$ cat src/rtl/ecc_read_arbiter_if.sv
// Requester, memory and status bundle of the ECC read arbiter.
interface ecc_read_arbiter_if #(
  parameter int unsigned NUM_PORTS = 4,
  parameter int unsigned ADDR_W    = 8,
  parameter int unsigned CNT_W     = 16
);
  logic [NUM_PORTS-1:0]        req;
  logic [NUM_PORTS*ADDR_W-1:0] addr;
  logic [NUM_PORTS-1:0]        gnt;
  logic                        mem_rd_en;
  logic [ADDR_W-1:0]           mem_addr;
  logic [11:0]                 mem_dout;
  logic [NUM_PORTS-1:0]        rd_valid;
  logic [7:0]                  rd_data;
  logic                        err_corrected;
  logic                        err_uncorrectable;
  logic [3:0]                  err_syndrome;
  logic [CNT_W-1:0]            err_count;
  logic                        clr_count;

  // Requesters plus memory model side
  modport master (
    output req, addr, clr_count, mem_dout,
    input  gnt, mem_rd_en, mem_addr, rd_valid, rd_data,
           err_corrected, err_uncorrectable, err_syndrome, err_count
  );

  // Arbiter side
  modport slave (
    input  req, addr, clr_count, mem_dout,
    output gnt, mem_rd_en, mem_addr, rd_valid, rd_data,
           err_corrected, err_uncorrectable, err_syndrome, err_count
  );
endinterface

$ cat src/rtl/ecc_read_arbiter.sv
// Round-robin read scheduler sharing one Hamming(12,8) protected memory read
// port; tracks in-flight reads with a fixed-latency tag pipeline and returns
// decoded data plus correction status to the originating port.
module ecc_read_arbiter #(
  parameter int unsigned NUM_PORTS  = 4,
  parameter int unsigned ADDR_W     = 8,
  parameter int unsigned RD_LATENCY = 2,
  parameter int unsigned CNT_W      = 16
) (
  input logic clk,
  input logic rst,
  ecc_read_arbiter_if.slave bus
);

  localparam int unsigned IDX_W  = (NUM_PORTS > 1) ? $clog2(NUM_PORTS) : 1;
  localparam int unsigned PTR_W  = IDX_W + 1;
  localparam int unsigned CW_W   = 12;
  localparam int unsigned DATA_W = 8;
  localparam int unsigned SYN_W  = 4;

  typedef struct packed {
    logic             valid;
    logic [IDX_W-1:0] port;
  } tag_t;

  // Registered state
  logic [NUM_PORTS-1:0]       gnt_q, gnt_d;
  logic                       mem_rd_en_q, mem_rd_en_d;
  logic [ADDR_W-1:0]          mem_addr_q, mem_addr_d;
  logic [IDX_W-1:0]           gnt_idx_q, gnt_idx_d;
  logic [IDX_W-1:0]           last_q, last_d;
  logic [NUM_PORTS-1:0]       outstanding_q, outstanding_d;
  tag_t [RD_LATENCY-1:0]      tag_q, tag_d;
  logic [NUM_PORTS-1:0]       rd_valid_q, rd_valid_d;
  logic [DATA_W-1:0]          rd_data_q, rd_data_d;
  logic                       err_corrected_q, err_corrected_d;
  logic                       err_uncorrectable_q, err_uncorrectable_d;
  logic [SYN_W-1:0]           err_syndrome_q, err_syndrome_d;
  logic [CNT_W-1:0]           err_count_q, err_count_d;

  // Combinational helpers
  logic [NUM_PORTS-1:0]       busy_c;
  logic [NUM_PORTS-1:0]       elig_c;
  logic [PTR_W-1:0]           cand_c;
  logic                       found_c;
  logic [CW_W-1:0]            cw_c;
  logic [CW_W-1:0]            cw_fix_c;
  logic [SYN_W-1:0]           syn_c;
  logic                       corr_c;
  logic                       unc_c;
  logic [DATA_W-1:0]          data_c;
  tag_t                       head_c;
  logic                       unused_cw_c;

  // Round-robin pick among ports with a request and no read in flight
  always_comb begin
    busy_c        = outstanding_q & ~rd_valid_q;
    elig_c        = bus.req & ~busy_c;
    cand_c        = '0;
    found_c       = 1'b0;
    gnt_d         = '0;
    gnt_idx_d     = gnt_idx_q;
    mem_rd_en_d   = 1'b0;
    mem_addr_d    = '0;
    last_d        = last_q;
    for (int unsigned i = 0; i < NUM_PORTS; i++) begin
      cand_c = PTR_W'(last_q) + PTR_W'(1) + PTR_W'(i);
      if (cand_c >= PTR_W'(NUM_PORTS)) cand_c = cand_c - PTR_W'(NUM_PORTS);
      if (!found_c && elig_c[cand_c[IDX_W-1:0]]) begin
        found_c                    = 1'b1;
        gnt_d[cand_c[IDX_W-1:0]]   = 1'b1;
        gnt_idx_d                  = cand_c[IDX_W-1:0];
        last_d                     = cand_c[IDX_W-1:0];
        mem_rd_en_d                = 1'b1;
      end
    end
    for (int unsigned p = 0; p < NUM_PORTS; p++) begin
      if (gnt_d[p]) mem_addr_d = bus.addr[p*ADDR_W +: ADDR_W];
    end
    // A grant in the same cycle as the return re-arms the bit
    outstanding_d = busy_c | gnt_d;
  end

  // Tag shift pipeline aligned with memory read latency
  always_comb begin
    tag_d          = tag_q;
    tag_d[0].valid = mem_rd_en_q;
    tag_d[0].port  = gnt_idx_q;
    for (int unsigned i = 1; i < RD_LATENCY; i++) begin
      tag_d[i] = tag_q[i-1];
    end
  end

  // Hamming syndrome, single-bit correction and data extraction
  always_comb begin
    cw_c     = bus.mem_dout;
    syn_c[0] = ^{cw_c[10], cw_c[8], cw_c[6], cw_c[4], cw_c[2], cw_c[0]};
    syn_c[1] = ^{cw_c[10], cw_c[9], cw_c[6], cw_c[5], cw_c[2], cw_c[1]};
    syn_c[2] = ^{cw_c[11], cw_c[6], cw_c[5], cw_c[4], cw_c[3]};
    syn_c[3] = ^{cw_c[11], cw_c[10], cw_c[9], cw_c[8], cw_c[7]};
    cw_fix_c = cw_c;
    corr_c   = 1'b0;
    unc_c    = 1'b0;
    if (syn_c >= SYN_W'(13)) begin
      unc_c = 1'b1;
    end else if (syn_c != '0) begin
      corr_c                         = 1'b1;
      cw_fix_c[syn_c - SYN_W'(1)]    = ~cw_c[syn_c - SYN_W'(1)];
    end
    data_c = {cw_fix_c[11:8], cw_fix_c[6:4], cw_fix_c[2]};
  end

  // Parity positions carry no data
  assign unused_cw_c = ^{cw_fix_c[7], cw_fix_c[3], cw_fix_c[1:0]};

  // Return path outputs and saturating correction counter
  always_comb begin
    head_c              = tag_q[RD_LATENCY-1];
    rd_valid_d          = '0;
    rd_data_d           = rd_data_q;
    err_corrected_d     = 1'b0;
    err_uncorrectable_d = 1'b0;
    err_syndrome_d      = '0;
    err_count_d         = err_count_q;
    if (head_c.valid) begin
      rd_valid_d[head_c.port] = 1'b1;
      rd_data_d               = data_c;
      err_corrected_d         = corr_c;
      err_uncorrectable_d     = unc_c;
      err_syndrome_d          = syn_c;
      if (corr_c && (err_count_q != {CNT_W{1'b1}})) begin
        err_count_d = err_count_q + CNT_W'(1);
      end
    end
    if (bus.clr_count) err_count_d = '0;
  end

  // State registers
  always_ff @(posedge clk) begin
    if (rst) begin
      gnt_q               <= '0;
      mem_rd_en_q         <= 1'b0;
      mem_addr_q          <= '0;
      gnt_idx_q           <= '0;
      last_q              <= IDX_W'(NUM_PORTS - 1);
      outstanding_q       <= '0;
      tag_q               <= '0;
      rd_valid_q          <= '0;
      rd_data_q           <= '0;
      err_corrected_q     <= 1'b0;
      err_uncorrectable_q <= 1'b0;
      err_syndrome_q      <= '0;
      err_count_q         <= '0;
    end else begin
      gnt_q               <= gnt_d;
      mem_rd_en_q         <= mem_rd_en_d;
      mem_addr_q          <= mem_addr_d;
      gnt_idx_q           <= gnt_idx_d;
      last_q              <= last_d;
      outstanding_q       <= outstanding_d;
      tag_q               <= tag_d;
      rd_valid_q          <= rd_valid_d;
      rd_data_q           <= rd_data_d;
      err_corrected_q     <= err_corrected_d;
      err_uncorrectable_q <= err_uncorrectable_d;
      err_syndrome_q      <= err_syndrome_d;
      err_count_q         <= err_count_d;
    end
  end

  assign bus.gnt               = gnt_q;
  assign bus.mem_rd_en         = mem_rd_en_q;
  assign bus.mem_addr          = mem_addr_q;
  assign bus.rd_valid          = rd_valid_q;
  assign bus.rd_data           = rd_data_q;
  assign bus.err_corrected     = err_corrected_q;
  assign bus.err_uncorrectable = err_uncorrectable_q;
  assign bus.err_syndrome      = err_syndrome_q;
  assign bus.err_count         = err_count_q;

endmodule

$ cat src/flat_wrapper.sv
// flat-port wrapper written by rule: the top's interface ports become plain ports
module ecc_read_arbiter_flat 
#(
  parameter int unsigned NUM_PORTS  = 4,
  parameter int unsigned ADDR_W     = 8,
  parameter int unsigned RD_LATENCY = 2,
  parameter int unsigned CNT_W      = 16
)
  (clk, rst, bus_req, bus_addr, bus_clr_count, bus_mem_dout, bus_gnt, bus_mem_rd_en, bus_mem_addr, bus_rd_valid, bus_rd_data, bus_err_corrected, bus_err_uncorrectable, bus_err_syndrome, bus_err_count);
  ecc_read_arbiter_if #(.NUM_PORTS(NUM_PORTS), .ADDR_W(ADDR_W), .CNT_W(CNT_W)) bus_i ();
  input logic clk;
  input logic rst;
  input wire logic [$bits(bus_i.req)-1:0] bus_req;
  input wire logic [$bits(bus_i.addr)-1:0] bus_addr;
  input wire logic [$bits(bus_i.clr_count)-1:0] bus_clr_count;
  input wire logic [$bits(bus_i.mem_dout)-1:0] bus_mem_dout;
  output wire logic [$bits(bus_i.gnt)-1:0] bus_gnt;
  output wire logic [$bits(bus_i.mem_rd_en)-1:0] bus_mem_rd_en;
  output wire logic [$bits(bus_i.mem_addr)-1:0] bus_mem_addr;
  output wire logic [$bits(bus_i.rd_valid)-1:0] bus_rd_valid;
  output wire logic [$bits(bus_i.rd_data)-1:0] bus_rd_data;
  output wire logic [$bits(bus_i.err_corrected)-1:0] bus_err_corrected;
  output wire logic [$bits(bus_i.err_uncorrectable)-1:0] bus_err_uncorrectable;
  output wire logic [$bits(bus_i.err_syndrome)-1:0] bus_err_syndrome;
  output wire logic [$bits(bus_i.err_count)-1:0] bus_err_count;
  assign bus_i.req = bus_req;
  assign bus_i.addr = bus_addr;
  assign bus_i.clr_count = bus_clr_count;
  assign bus_i.mem_dout = bus_mem_dout;
  assign bus_gnt = bus_i.gnt;
  assign bus_mem_rd_en = bus_i.mem_rd_en;
  assign bus_mem_addr = bus_i.mem_addr;
  assign bus_rd_valid = bus_i.rd_valid;
  assign bus_rd_data = bus_i.rd_data;
  assign bus_err_corrected = bus_i.err_corrected;
  assign bus_err_uncorrectable = bus_i.err_uncorrectable;
  assign bus_err_syndrome = bus_i.err_syndrome;
  assign bus_err_count = bus_i.err_count;
  ecc_read_arbiter #(.NUM_PORTS(NUM_PORTS), .ADDR_W(ADDR_W), .RD_LATENCY(RD_LATENCY), .CNT_W(CNT_W)) u_core (.clk(clk), .rst(rst), .bus(bus_i));
endmodule
$ cat config.mk
export PLATFORM = sky130hd
export DESIGN_NAME = ecc_read_arbiter_flat
export DESIGN_NICKNAME = d
export VERILOG_FILES = /design/src/rtl/ecc_read_arbiter_if.sv /design/src/rtl/ecc_read_arbiter.sv /design/src/flat_wrapper.sv
export SDC_FILE = /design/constraint.sdc
export NUM_CORES = 1
export LEC_CHECK = 0
export CAP_MARGIN = 30
export CORE_MARGIN = 2
export CORE_UTILIZATION = 35
export CTS_CLUSTER_DIAMETER = 50
export DETAILED_ROUTE_END_ITERATION = 16
export GPL_TIMING_DRIVEN = 0
export PLACE_DENSITY_LB_ADDON = 0.3
export SLEW_MARGIN = 20
export SYNTH_ARGS = -nofsm -noshare
export SYNTH_HDL_FRONTEND = slang
export SYNTH_SLANG_ARGS = --single-unit
export TNS_END_PERCENT = 50
$ cat constraint.sdc
create_clock -name clk -period 2.97 [get_ports clk]
set_input_delay 0.4455 -clock clk [delete_from_list [all_inputs] [get_ports clk]]
set_output_delay 0.4455 -clock clk [all_outputs]
set_load 0.05 [all_outputs]
==> flow_metrics.env <==
export IMPL_status="completed"
export IMPL_reg2reg_slack_ps=50
export IMPL_place_gp_congestion=0.940
export IMPL_cts_buffers=9
export IMPL_stdcell_count=682
export IMPL_critPathRequiredTime_ps=3200
export IMPL_finalPower_w=0.00499
export IMPL_synth_seq_area_share_pct=33.9
export IMPL_fin_ws_ps=51.2
export IMPL_cellPowerDensity_nw_per_um2=922
export IMPL_reg2reg_from="u_core.last_q[0]"
export IMPL_synth_avg_cell_area_um2=8.84
export IMPL_power_leakage_nw=2.01
export IMPL_start_util_pct=35.6
export IMPL_cp_arrival_ps=3150
export IMPL_antenna_found_initial=0
export IMPL_routed_via_density=5.26
export IMPL_grt_pass1_wl_um=16400
export IMPL_numClockSinks=61
export IMPL_synth_area_um2=3600
export IMPL_grt_max_degree=12
export IMPL_nNetsFinal=604
export IMPL_dieArea_um2=11100
export IMPL_drv_slew=0
export IMPL_drc=0
export IMPL_start_kind="register"
export IMPL_maxClockFrequency_ghz=0.343
export IMPL_slew_headroom_pct=52.2
export IMPL_holdCritPathClass="reg2reg"
export IMPL_endpoint_kind="register"
export IMPL_cts_buffer_depth=2
export IMPL_crit_type="reg2reg"
export IMPL_fin_util_pct=53.4
export IMPL_area_growth_pct=50.2
export IMPL_fp_dieW_um=105
export IMPL_timing_hold_violations_final=0
export IMPL_antenna_cells=0
export IMPL_grt_busiest_layer="met2"
export IMPL_synthCells=408
export IMPL_rr_endpoint="u_core.bus.mem_addr[4]"
export IMPL_tightest_slew_ps=717
export IMPL_use_met3_pct=3.34
export IMPL_die_h_um=105
export IMPL_grt_use_total_pct=18.4
export IMPL_grt_pass1_vias=3400
export IMPL_synth_ff_type="dfxtp_1"
export IMPL_cts_hold_buf=0
export IMPL_cts_htree_levels=3
export IMPL_use_met2_pct=30.1
export IMPL_place_hpwl_um=7560
export IMPL_num_io_pins=98
export IMPL_met1_usage_pct=24.1
export IMPL_holdPathStages=1
export IMPL_drtIter0Drc=196
export IMPL_cts_tree="done"
export IMPL_ff2ff_path_depth=11
export IMPL_clk_latency_ps=350
export IMPL_synth_edff_count=0
export IMPL_final_setup_viol_count=0
export IMPL_holdPathEnd="u_core.head_c[2]"
export IMPL_ys_types=64
export IMPL_final_common_cell="clkdlybuf4s50_1"
export IMPL_yosysWarnings=0
export IMPL_layout_common_cells="clkdlybuf4s50_1 (92), dfxtp_1 (59), nor2_1 (44)"
export IMPL_ant_nets=0
export IMPL_syn_num_nets=471
export IMPL_place_ws_ps=-669
export IMPL_wl_per_cell_um=15.1
export IMPL_finalCritPeriodShare_pct=98.3
export IMPL_fp_row_count=37
export IMPL_cts_root_buf="clkbuf_8"
export IMPL_worst_hold_slack_ps=445
export IMPL_drt_wl_total_um=10300
export IMPL_grt_ovfl_total=0
export IMPL_peakVddDrop_v=0.000450
export IMPL_fin_crit_ps=2920
export IMPL_critPathMaxFanout=7
export IMPL_synth_seq_cells=61
export IMPL_placed_cells_incl_taps=640
export IMPL_clkTransAtPathRegs_ps=80
export IMPL_min_delay_start="u_core.tag_d[5]"
export IMPL_max_cap_violations=0
export IMPL_drive_gt1_share_pct=20.7
export IMPL_port_buffers=96
export IMPL_drtPass1Iterations=5
export IMPL_coreArea_um2=10100
export IMPL_vias=3586
export IMPL_postSynth_asyncResetShare_pct=0
export IMPL_clock_skew_ps=9.40
## critical path: stages, from the launching register on
cell and delay [ps]:
dfxtp_4 370, buf_8 110, clkinvlp_4 120, ha_4 210, nor2_4 130, mux4_2 580
buf_6 150, mux2_4 310, a211oi_4 270, buf_6 170, nor2_1 40, a2111oi_1 330
## sequential cells by signal, summed over array words and instances (netlist names)
name and count:
u_core.tag_d 3, u_core.gnt_idx_q 2, u_core.bus.rd_data 8, u_core.bus.err_uncorrectable 1
u_core.bus.mem_addr 8, u_core.bus.err_syndrome 4, u_core.bus.rd_valid 4, u_core.outstanding_q 4
u_core.last_q 2, u_core.bus.gnt 4, u_core.bus.err_count 16, u_core.bus.err_corrected 1
u_core.head_c 3, u_core.bus.mem_rd_en 1
## power breakdown
part	internal, W	leakage [nW]	switching [W]
registers	0.000970	0.498	0.0000642
logic	0.00136	1.41	0.00178
clock network	0.000473	0.107	0.000343
## cell type report
class	count	area, um2
Tap cell	136	170
Clock buffer	10	128
Buffer	21	109
Clock inverter	6	86.3
Timing Repair Buffer	123	1180
Sequential cell	61	1230
Multi-Input combinational cell	312	2460
Fill cell	882	4730
Inverter	13	52.6
## cell usage after synthesis (12+ instances only)
| cell | number | share of area (%) |
|---|---|---|
| nor3_1 | 14 | 1.9 |
| clkbuf_1 | 13 | 1.4 |
| inv_1 | 13 | 1.4 |
| nor2_1 | 48 | 5.0 |
| dfxtp_1 | 61 | 34 |
| nand3_1 | 19 | 2.6 |
| o21ai_0 | 13 | 1.8 |
| mux2i_1 | 12 | 3.3 |
| xnor2_1 | 21 | 5.1 |
| a21oi_1 | 13 | 1.8 |
| ha_1 | 12 | 4.2 |
| nand2_1 | 27 | 2.8 |
## worst max path at each step
stage          cells after the start                        to              from
3_5_place_dp                      11  u_core.bus.err_count[13]   bus_mem_dout[4]
2_1_floorplan                     11    u_core.bus.mem_addr[0]  u_core.last_q[0]
3_3_place_gp                      11  u_core.bus.err_count[13]   bus_mem_dout[8]
6_report                          11    u_core.bus.mem_addr[4]  u_core.last_q[0]
4_1_cts                           10    u_core.bus.mem_addr[1]  u_core.last_q[0]
5_1_grt                           11    u_core.bus.mem_addr[5]  u_core.last_q[0]
## routing by layer
metal,part of all wire [%],vias to the layer above
met3,4.8,14
met2,49,105
li1,-,1749
met5,0,-
met4,1.6,0
met1,45,1718
## per-stage QoR
| stage | setup TNS, ps | instance area, um2 |
|---|---|---|
| after global routing | -77.8 | 5410 |
| after CTS | 0 | 5170 |
| after detailed placement | -14880 | 4740 |
| final | 0 | 5410 |
| after global placement | -12940 | 4740 |
| after floorplan | 0 | 3610 |
## logic make-up (layout without fill, tap and decap cells)
family / after synthesis / in the layout / synth area share, %
adder cells (fa/ha/maj): 13 / 13 / 4.44
XOR/XNOR: 30 / 30 / 8.82
flip-flops: 61 / 61 / 33.9
AO/OA/AOI/OAI: 88 / 88 / 18.4
AND/OR/NAND/NOR: 161 / 161 / 22.6
multiplexers: 20 / 20 / 7.71
buffers and inverters: 35 / 173 / 4.10
## repair_timing
action,4_1_cts,5_1_grt
setup endpoints to repair,33,29
setup buffers,13,14
resized for setup,27,32
pin swaps,9,11
No activity file was read; power rests on OpenSTA's default activity.
